File: src/rtl/bcd_down_counter.sv
// Multi-digit BCD countdown timer: loads a packed BCD preset, decrements it once per
// prescaled tick with borrow ripple across digits, and pulses done on reaching zero.
module bcd_down_counter #(
  parameter int unsigned DIGITS   = 4,
  parameter int unsigned PRESCALE = 50000
) (
  input  logic                  clk,
  input  logic                  clear_,
  input  logic                  load,
  input  logic [4*DIGITS-1:0]   data,
  input  logic                  start,
  input  logic                  pause,
  output logic [4*DIGITS-1:0]   count,
  output logic                  running,
  output logic                  done,
  output logic                  err
);

  localparam int unsigned CW = 4 * DIGITS;
  localparam int unsigned PW = (PRESCALE > 1) ? $clog2(PRESCALE) : 1;
  localparam logic [PW-1:0] PRE_MAX = PW'(PRESCALE - 1);

  localparam logic [1:0] ST_IDLE    = 2'd0;
  localparam logic [1:0] ST_RUN     = 2'd1;
  localparam logic [1:0] ST_PAUSED  = 2'd2;
  localparam logic [1:0] ST_EXPIRED = 2'd3;

  logic [1:0]    r_state, w_state_nxt;
  logic [CW-1:0] r_count, w_count_nxt;
  logic [PW-1:0] r_presc, w_presc_nxt;
  logic          r_running;
  logic          r_done, w_done_nxt;
  logic          r_err, w_err_nxt;

  logic [CW-1:0] w_count_dec;
  logic          w_data_valid;
  logic          w_tick;

  assign w_tick = (r_presc == PRE_MAX);

  // Borrow starts at digit 0 and stops at the first non-zero digit.
  always_comb begin
    logic borrow;
    borrow      = 1'b1;
    w_count_dec = r_count;
    for (int i = 0; i < DIGITS; i++) begin
      if (borrow) begin
        if (r_count[4*i +: 4] == 4'd0) begin
          w_count_dec[4*i +: 4] = 4'd9;
        end else begin
          w_count_dec[4*i +: 4] = r_count[4*i +: 4] - 4'd1;
          borrow                = 1'b0;
        end
      end
    end
  end

  always_comb begin
    w_data_valid = 1'b1;
    for (int i = 0; i < DIGITS; i++) begin
      if (data[4*i +: 4] > 4'd9) begin
        w_data_valid = 1'b0;
      end
    end
  end

  always_comb begin
    w_state_nxt = r_state;
    w_count_nxt = r_count;
    w_presc_nxt = r_presc;
    w_done_nxt  = 1'b0;
    w_err_nxt   = r_err;

    if (load) begin
      if (w_data_valid) begin
        w_count_nxt = data;
        w_err_nxt   = 1'b0;
      end else begin
        w_err_nxt   = 1'b1;
      end
      w_state_nxt = ST_IDLE;
      w_presc_nxt = '0;
    end else begin
      case (r_state)
        ST_IDLE: begin
          if (start) begin
            w_presc_nxt = '0;
            if (r_count != '0) begin
              w_state_nxt = ST_RUN;
            end else begin
              w_state_nxt = ST_EXPIRED;
              w_done_nxt  = 1'b1;
            end
          end
        end
        ST_RUN: begin
          if (pause) begin
            w_state_nxt = ST_PAUSED;
          end else if (w_tick) begin
            w_presc_nxt = '0;
            w_count_nxt = w_count_dec;
            if (w_count_dec == '0) begin
              w_state_nxt = ST_EXPIRED;
              w_done_nxt  = 1'b1;
            end
          end else begin
            w_presc_nxt = r_presc + 1'b1;
          end
        end
        ST_PAUSED: begin
          if (!pause) begin
            w_state_nxt = ST_RUN;
          end
        end
        ST_EXPIRED: begin
          w_count_nxt = '0;
        end
        default: begin
          w_state_nxt = ST_IDLE;
        end
      endcase
    end
  end

  always_ff @(posedge clk or negedge clear_) begin
    if (!clear_) begin
      r_state   <= ST_IDLE;
      r_count   <= '0;
      r_presc   <= '0;
      r_running <= 1'b0;
      r_done    <= 1'b0;
      r_err     <= 1'b0;
    end else begin
      r_state   <= w_state_nxt;
      r_count   <= w_count_nxt;
      r_presc   <= w_presc_nxt;
      r_running <= (w_state_nxt == ST_RUN);
      r_done    <= w_done_nxt;
      r_err     <= w_err_nxt;
    end
  end

  assign count   = r_count;
  assign running = r_running;
  assign done    = r_done;
  assign err     = r_err;

endmodule

File: config.mk
export PLATFORM = sky130hd
export DESIGN_NAME = bcd_down_counter
export DESIGN_NICKNAME = d
export VERILOG_FILES = /design/src/rtl/bcd_down_counter.sv
export SDC_FILE = /design/constraint.sdc
export NUM_CORES = 1
export LEC_CHECK = 0
export ABC_AREA = 1
export CAP_MARGIN = 20
export CORE_UTILIZATION = 40
export CTS_CLUSTER_SIZE = 14
export DETAILED_ROUTE_END_ITERATION = 6
export PLACE_DENSITY_LB_ADDON = 0.25
export SETUP_SLACK_MARGIN = 0.1
export SLEW_MARGIN = 10
export SYNTH_ARGS = -nofsm -noshare
export SYNTH_HDL_FRONTEND = slang
export SYNTH_SLANG_ARGS = --single-unit
File: constraint.sdc
create_clock -name clk -period 1.7 [get_ports clk]
set_clock_uncertainty 0.2 [all_clocks]
set_input_delay 0.17 -clock clk [delete_from_list [all_inputs] [get_ports clk]]
set_output_delay 0.17 -clock clk [all_outputs]
set_load 0.01 [all_outputs]
**Word level (Yosys, flattened, before mapping)**

Index checks and enable logic that the tools add are counted.
Widths: inputs -> output; s select.

- Register bits: 37

- Multiplexer cells: 42
- Reduce and logical (&&, ||, !) cells: 11
- Magnitude comparators: 4
- Equal/unequal tests: 9
- Add/sub/neg operators: 5

Operators by type and width:

| cell | number |
|---|---|
| $mux 16 | 8 |
| $pmux 16 s2 | 2 |
| $mux 4 | 7 |
| $add 16x1->16 const B | 1 |
| $eq 16x16->1 const B | 1 |
| $gt 4x4->1 const B | 4 |
| $logic_not 16->1 | 1 |
| $logic_not 4->1 | 4 |
| $mux 1 | 16 |
| $reduce_bool 16->1 | 1 |
| $sub 4x1->4 const B | 4 |
| $mux 2 | 7 |
| $ne 3x3->1 const B | 3 |
| $pmux 2 s3 | 1 |
| $reduce_bool 3->1 | 2 |
| $eq 2x1->1 const B | 2 |
| $eq 2x2->1 const B | 2 |
| $reduce_and 4->1 | 1 |
| $reduce_and 3->1 | 1 |
| $logic_not 2->1 | 1 |
| $ne 2x1->1 const B | 1 |
| $pmux 1 s2 | 1 |

**Longest topological paths before layout**

Gate-level depths: netlist of run 1.

- Word-level depth: 12
- Mapped depth: 13
- Mapped depth without buffers: 13

**Worst setup path after synthesis of run 1**

No wires, ideal clock.

- Path kind: register to register
- Start: register r_count[0] (netlist: count[0])
- End: register r_running (netlist: running)
- Library setup time: 0.120 ns
- Clock period less this slack: 1.782 ns
- Stages on the path, launching flop included: 12
- Arrival: 1.462 ns
- Buffers on the path: 0
- Required time: 1.380 ns
- Path slack: -0.082 ns
- Cells stage by stage: dfrtp_1 nor2_4 nand2_4 nor2_8 nand2_4 nand2_1 nand2_1 inv_2 nand2_1 nor2_2 nand2_1 and3_1

- Cells in the longest elaborated chain, start to end: 12
- Elaborated cells between the ends (all ways): 19

RTL lines:

| what | line | text |
|---|---|---|
| start, declared | 29 | `logic [CW-1:0] r_count, w_count_nxt;` |
| start signal, assigned | 135 | `r_count <= w_count_nxt;` |
| $logic_not 4->1 | 48 | `if (r_count[4*i +: 4] == 4'd0) begin` |
| $mux 1 | 48 |  |
| $mux 1 (2 in series) | 47 | `if (borrow) begin` |
| $mux 4 | 47 |  |
| $logic_not 16->1 | 102 | `if (w_count_dec == '0) begin` |
| $mux 2 | 102 |  |
| $mux 2 | 99 | `end else if (w_tick) begin` |
| $mux 2 | 97 | `if (pause) begin` |
| $pmux 2 s3 * | 84 | `case (r_state)` |
| $mux 2 * | 74 | `if (load) begin` |
| $eq 2x1->1 * | 137 | `r_running <= (w_state_nxt == ST_RUN);` |
| end signal, assigned | 137 |  |
| end, declared | 31 | `logic r_running;` |

Every way passes the cells marked *; elsewhere a longest branch is shown, timed or not.
A chain may end at the register's enable or synchronous reset.

**Final worst setup path of run 1**

- Start: register r_count[1] (netlist: count[1])
- End: register r_running (netlist: running)

Same word-level chain as after synthesis.

==> summary.md, run 1 <==
| Metric | Value |
|---|---|
| Outcome | complete, but fails checks |
| Failing checks | negative setup slack |
| Area share of the largest cell type after synthesis | 38.8% |
| Routed wire per std cell | 15.3 um |
| Compound-cell area share of the yosys netlist | 16.1% |
| Worst-path fanout max | 8 |
| Ys flop type | sky130_fd_sc_hd__dfrtp_1 |
| Post-Route Hold Slack | 0.143 ns |
| Worst setup path start | count[1]$_DFFE_PN0P_ |
| Final std cell area, no fill | 0.00438 mm^2 |
| Path category of the worst min-delay check | input port to async pin |
| Total core area | 0.00561 mm^2 |
| I/O pin cnt | 40 |
| Critical path class | register to register |
| Overall power consumption | 3.95 mW |
| DRT Wirelength | 8740 um |
| Number of synthesized register bits | 37 |
| Final critical-path share of the clock period | 112% |
| Share of synthesized cell area in full adder, half adder and majority cells | 0.525% |
| Initial cell density of the core | 42.5% |
| NumNets Final | 519 |
| Total vias in the final route | 2,968 |
| Placed insts | 543 |
| Summed instance area of the synthesized netlist | 0.00238 mm^2 |
| Max-cap check violation count | 0 |
| List of most frequent post-synthesis cells | sky130_fd_sc_hd__nand2_1 (79), sky130_fd_sc_hd__nor2_1 (44), sky130_fd_sc_hd__inv_1 (43) |
| CP max-delay cell | sky130_fd_sc_hd__dfrtp_2 |
| Share of cell area taken by muxes after synthesis | 0% |
| DRC violations left | 0 |
| Largest family of logic cells by synthesized area | simple AND/OR/NAND/NOR gates |
| Xor and xnor fraction of the mapped netlist area | 0.735% |
| Clk pin slew, worst setup/hold paths | 0.08 ns |
| Synth async-reset ratio | 100% |
| Critical path arrival | 1.89 ns |
| Clock tree from TritonCTS | built |
| Largest net degree at the start of global routing | 22 |
| Cell class contributing the biggest share of worst-path delay | simple AND/OR/NAND/NOR gates |
| H-tree levels | 2 |
| Antenna violations before repair | 0 |
| Length in cells of the worst reg-to-reg path | 12 |
| Clock root cell | sky130_fd_sc_hd__clkbuf_8 |
| Vias per inst | 5.21 |
| Number of global-route vias before repair | 2,881 |
| Layout cell share with drive strength beyond 1 | 48.6% |
| Number of buffer and inverter stages on the critical path | 2 |
| Layout overhead on the synthesized area | 83.8% |
| Largest cells by area after synthesis | sky130_fd_sc_hd__dfrtp_1 (39%), sky130_fd_sc_hd__nand2_1 (12%), sky130_fd_sc_hd__o21ai_0 (7.3%) |
| Floorplan die area | 0.00627 mm^2 |
| Post-route non-filler standard cell count | 570 |
| Final Hold Vio Count | 0 |
| Syn Nets | 366 |
| Number of search-and-repair iterations in the first detailed-routing pass | 4 |
| P_leak | 2.04 nW |
| Total negative slack for setup checks | -4.44 ns |
| Delay of the slowest critical-path stage | 0.43 ns |
| Post-placement setup slack | -0.402 ns |
| Crit path time final | 1.91 ns |
| Detail Route Antenna Nets | 0 |
| Post-detailed-placement half-perimeter wirelength | 5630 um |
| Antenna diode instance count | 0 |
| Cell type with the highest aggregate area in the netlist | sky130_fd_sc_hd__dfrtp_1 |
| Highest achievable clock rate | 0.523 GHz |
| Most common cell in the synthesized netlist | sky130_fd_sc_hd__nand2_1 |
| Mean post-synth cell area | 6.93 um^2 |
| Wire length of the first global-routing pass | 13,000 um |
| Critical path startpoint category | register |
| Worst-path cell chain | nor2_4 -> nand2_4 -> nor2_8 -> buf_12 -> nand2_2 -> nand2_1 -> nand2_1 -> inv_1 -> nand2_2 -> nor2_4 -> nand2_2 -> and3_1 |
| DRT iter0 DRCs | 171 |
| Power Density | 902 mW/mm^2 |
| Total number of yosys warnings | 0 |
| Critical path capture point type | register |
| Chip Width | 79.2 um |
| IR Drop Worst-Case VDD | 0.000634 V |
| Finish-stage setup viols | 34 |
| Cell Rows | 27 |
| Final Util | 78.1% |
| Launching point of the worst reg2reg path | count[1]$_DFFE_PN0P_ |
| Clock buffers created by TritonCTS | 5 |
| Congestion Overflow GR | 0 |
| Data required time of the worst path | 1.68 ns |
| Proportion of synthesized chip area in sequential cells | 38.8% |
| Post-synth EDFFs | 0 |
| Synth cell types | 34 |
| DIE HEIGHT | 79.2 um |
| Quantity of I/O buffers inserted on ports | 39 |
| Slew margin rel. | 70.7% |
| Global placer's final weighted congestion | 0.843 |
| Setup repair after global routing missed its margin | true |
| Reg2Reg Capture Point | running$_DFF_PN0_ |
| Worst Tran Pin Value | 0.439 ns |
| GRT Util Overall | 26.9% |
| Final worst-path setup slack | -0.211 ns |
| Worst-case clock buffer depth | 2 |
| Clock latency of the later-clocked register in the worst-skew pair | 0.29 ns |
| Placed Area | 0.00360 mm^2 |
| Synthesized instance count | 344 |
| Cell mode on critical path | sky130_fd_sc_hd__nand2_2 |
| Clock sink count | 37 |
| Pins Over Slew Limit | 0 |
| Reg2reg setup slack | -0.21 ns |
| Simple logic cell fraction of the synthesized area | 34.5% |
routing by layer:
layer  track usage (%)  wire [um]  up-vias
li1                  -          -     1436
met1              29.9       3530     1443
met2              50.8       4810       75
met3              4.60        257       14
met4              9.64        144        0
met5                 0          0        -
what timing repair did:
item                                   4_1_cts  5_1_grt
setup endpoints to repair                   51       35
buffers inserted                             8       11
hold buffers                                 1        0
endpoints found under the hold margin       37        0
pin swaps                                   31       42
resized for setup                           93       80
power by group:
| group | internal [mW] | switching [mW] |
|---|---|---|
| Clock | 0.367 | 0.338 |
| Combinational | 1.03 | 1.11 |
| Sequential | 1.01 | 0.104 |
final cells by class:
| class | instances | area [um^2] |
|---|---|---|
| Clock buffer | 7 | 96.3 |
| Sequential cell | 37 | 930 |
| Fill cell | 361 | 1230 |
| Multi-Input combinational cell | 249 | 1750 |
| Tap cell | 72 | 90.1 |
| Inverter | 52 | 215 |
| Clock inverter | 1 | 5.00 |
| Timing Repair Buffer | 152 | 1300 |
layout by cell type, fill, tap and decap left out, types with 6 or more instances in the layout:
| cell type | netlist | final |
|---|---|---|
| sky130_fd_sc_hd__buf_4 | 0 | 97 |
| sky130_fd_sc_hd__nand3_2 | 1 | 6 |
| sky130_fd_sc_hd__o21ai_0 | 35 | 14 |
| sky130_fd_sc_hd__a21oi_1 | 15 | 8 |
| sky130_fd_sc_hd__clkdlybuf4s50_1 | 0 | 22 |
| sky130_fd_sc_hd__nand3_1 | 21 | 14 |
| sky130_fd_sc_hd__clkbuf_8 | 0 | 7 |
| sky130_fd_sc_hd__dfrtp_1 | 37 | 34 |
| sky130_fd_sc_hd__nand2_2 | 3 | 19 |
| sky130_fd_sc_hd__buf_6 | 0 | 12 |
| sky130_fd_sc_hd__dlygate4sd2_1 | 0 | 14 |
| sky130_fd_sc_hd__o21ai_2 | 1 | 11 |
| sky130_fd_sc_hd__nand2_4 | 2 | 9 |
| sky130_fd_sc_hd__inv_1 | 43 | 36 |
| sky130_fd_sc_hd__a22oi_1 | 9 | 6 |
| sky130_fd_sc_hd__nor3_1 | 7 | 6 |
| sky130_fd_sc_hd__nand2_1 | 79 | 53 |
| sky130_fd_sc_hd__nor2_2 | 4 | 13 |
| sky130_fd_sc_hd__nor2_4 | 2 | 17 |
| sky130_fd_sc_hd__o21ai_1 | 5 | 14 |
| sky130_fd_sc_hd__inv_2 | 7 | 13 |
| sky130_fd_sc_hd__nor2_1 | 44 | 20 |
state kept, by name, indices dropped and copies added, names as in the netlist:
name / count
err: 1
done: 1
r_state: 2
count: 16
running: 1
r_presc: 16
logic make-up after synthesis:
| family | after synthesis |
|---|---|
| AO/OA/AOI/OAI | 69 |
| XOR/XNOR | 2 |
| adder cells (fa/ha/maj) | 1 |
| buffers and inverters | 58 |
| flip-flops | 37 |
| AND/OR/NAND/NOR | 177 |
worst max path at each step:
stage | endpoint | slack (ns) | depth (start not counted)
after floorplan | running$_DFF_PN0_ | -0.06 | 11
after global placement | count[3]$_DFFE_PN0P_ | -0.35 | 9
after detailed placement | count[3]$_DFFE_PN0P_ | -0.40 | 9
after CTS | running$_DFF_PN0_ | -0.18 | 12
after global routing | count[3]$_DFFE_PN0P_ | -0.29 | 9
final | running$_DFF_PN0_ | -0.21 | 12
Note: power is estimated with default switching activity, not from simulation.
==> inputs of run 2 (changes only) <==
--- a/config.mk
+++ b/config.mk
@@ -7,9 +7,11 @@
 export LEC_CHECK = 0
 export ABC_AREA = 1
 export CAP_MARGIN = 20
+export CORE_MARGIN = 1
 export CORE_UTILIZATION = 40
-export CTS_CLUSTER_SIZE = 14
+export CTS_CLUSTER_SIZE = 28
 export DETAILED_ROUTE_END_ITERATION = 6
+export GPL_ROUTABILITY_DRIVEN = 0
 export PLACE_DENSITY_LB_ADDON = 0.25
 export SETUP_SLACK_MARGIN = 0.1
 export SLEW_MARGIN = 10
==> results of run 2 <==
Same layout as run 1: the final DEF is identical, and so are final timing and power.
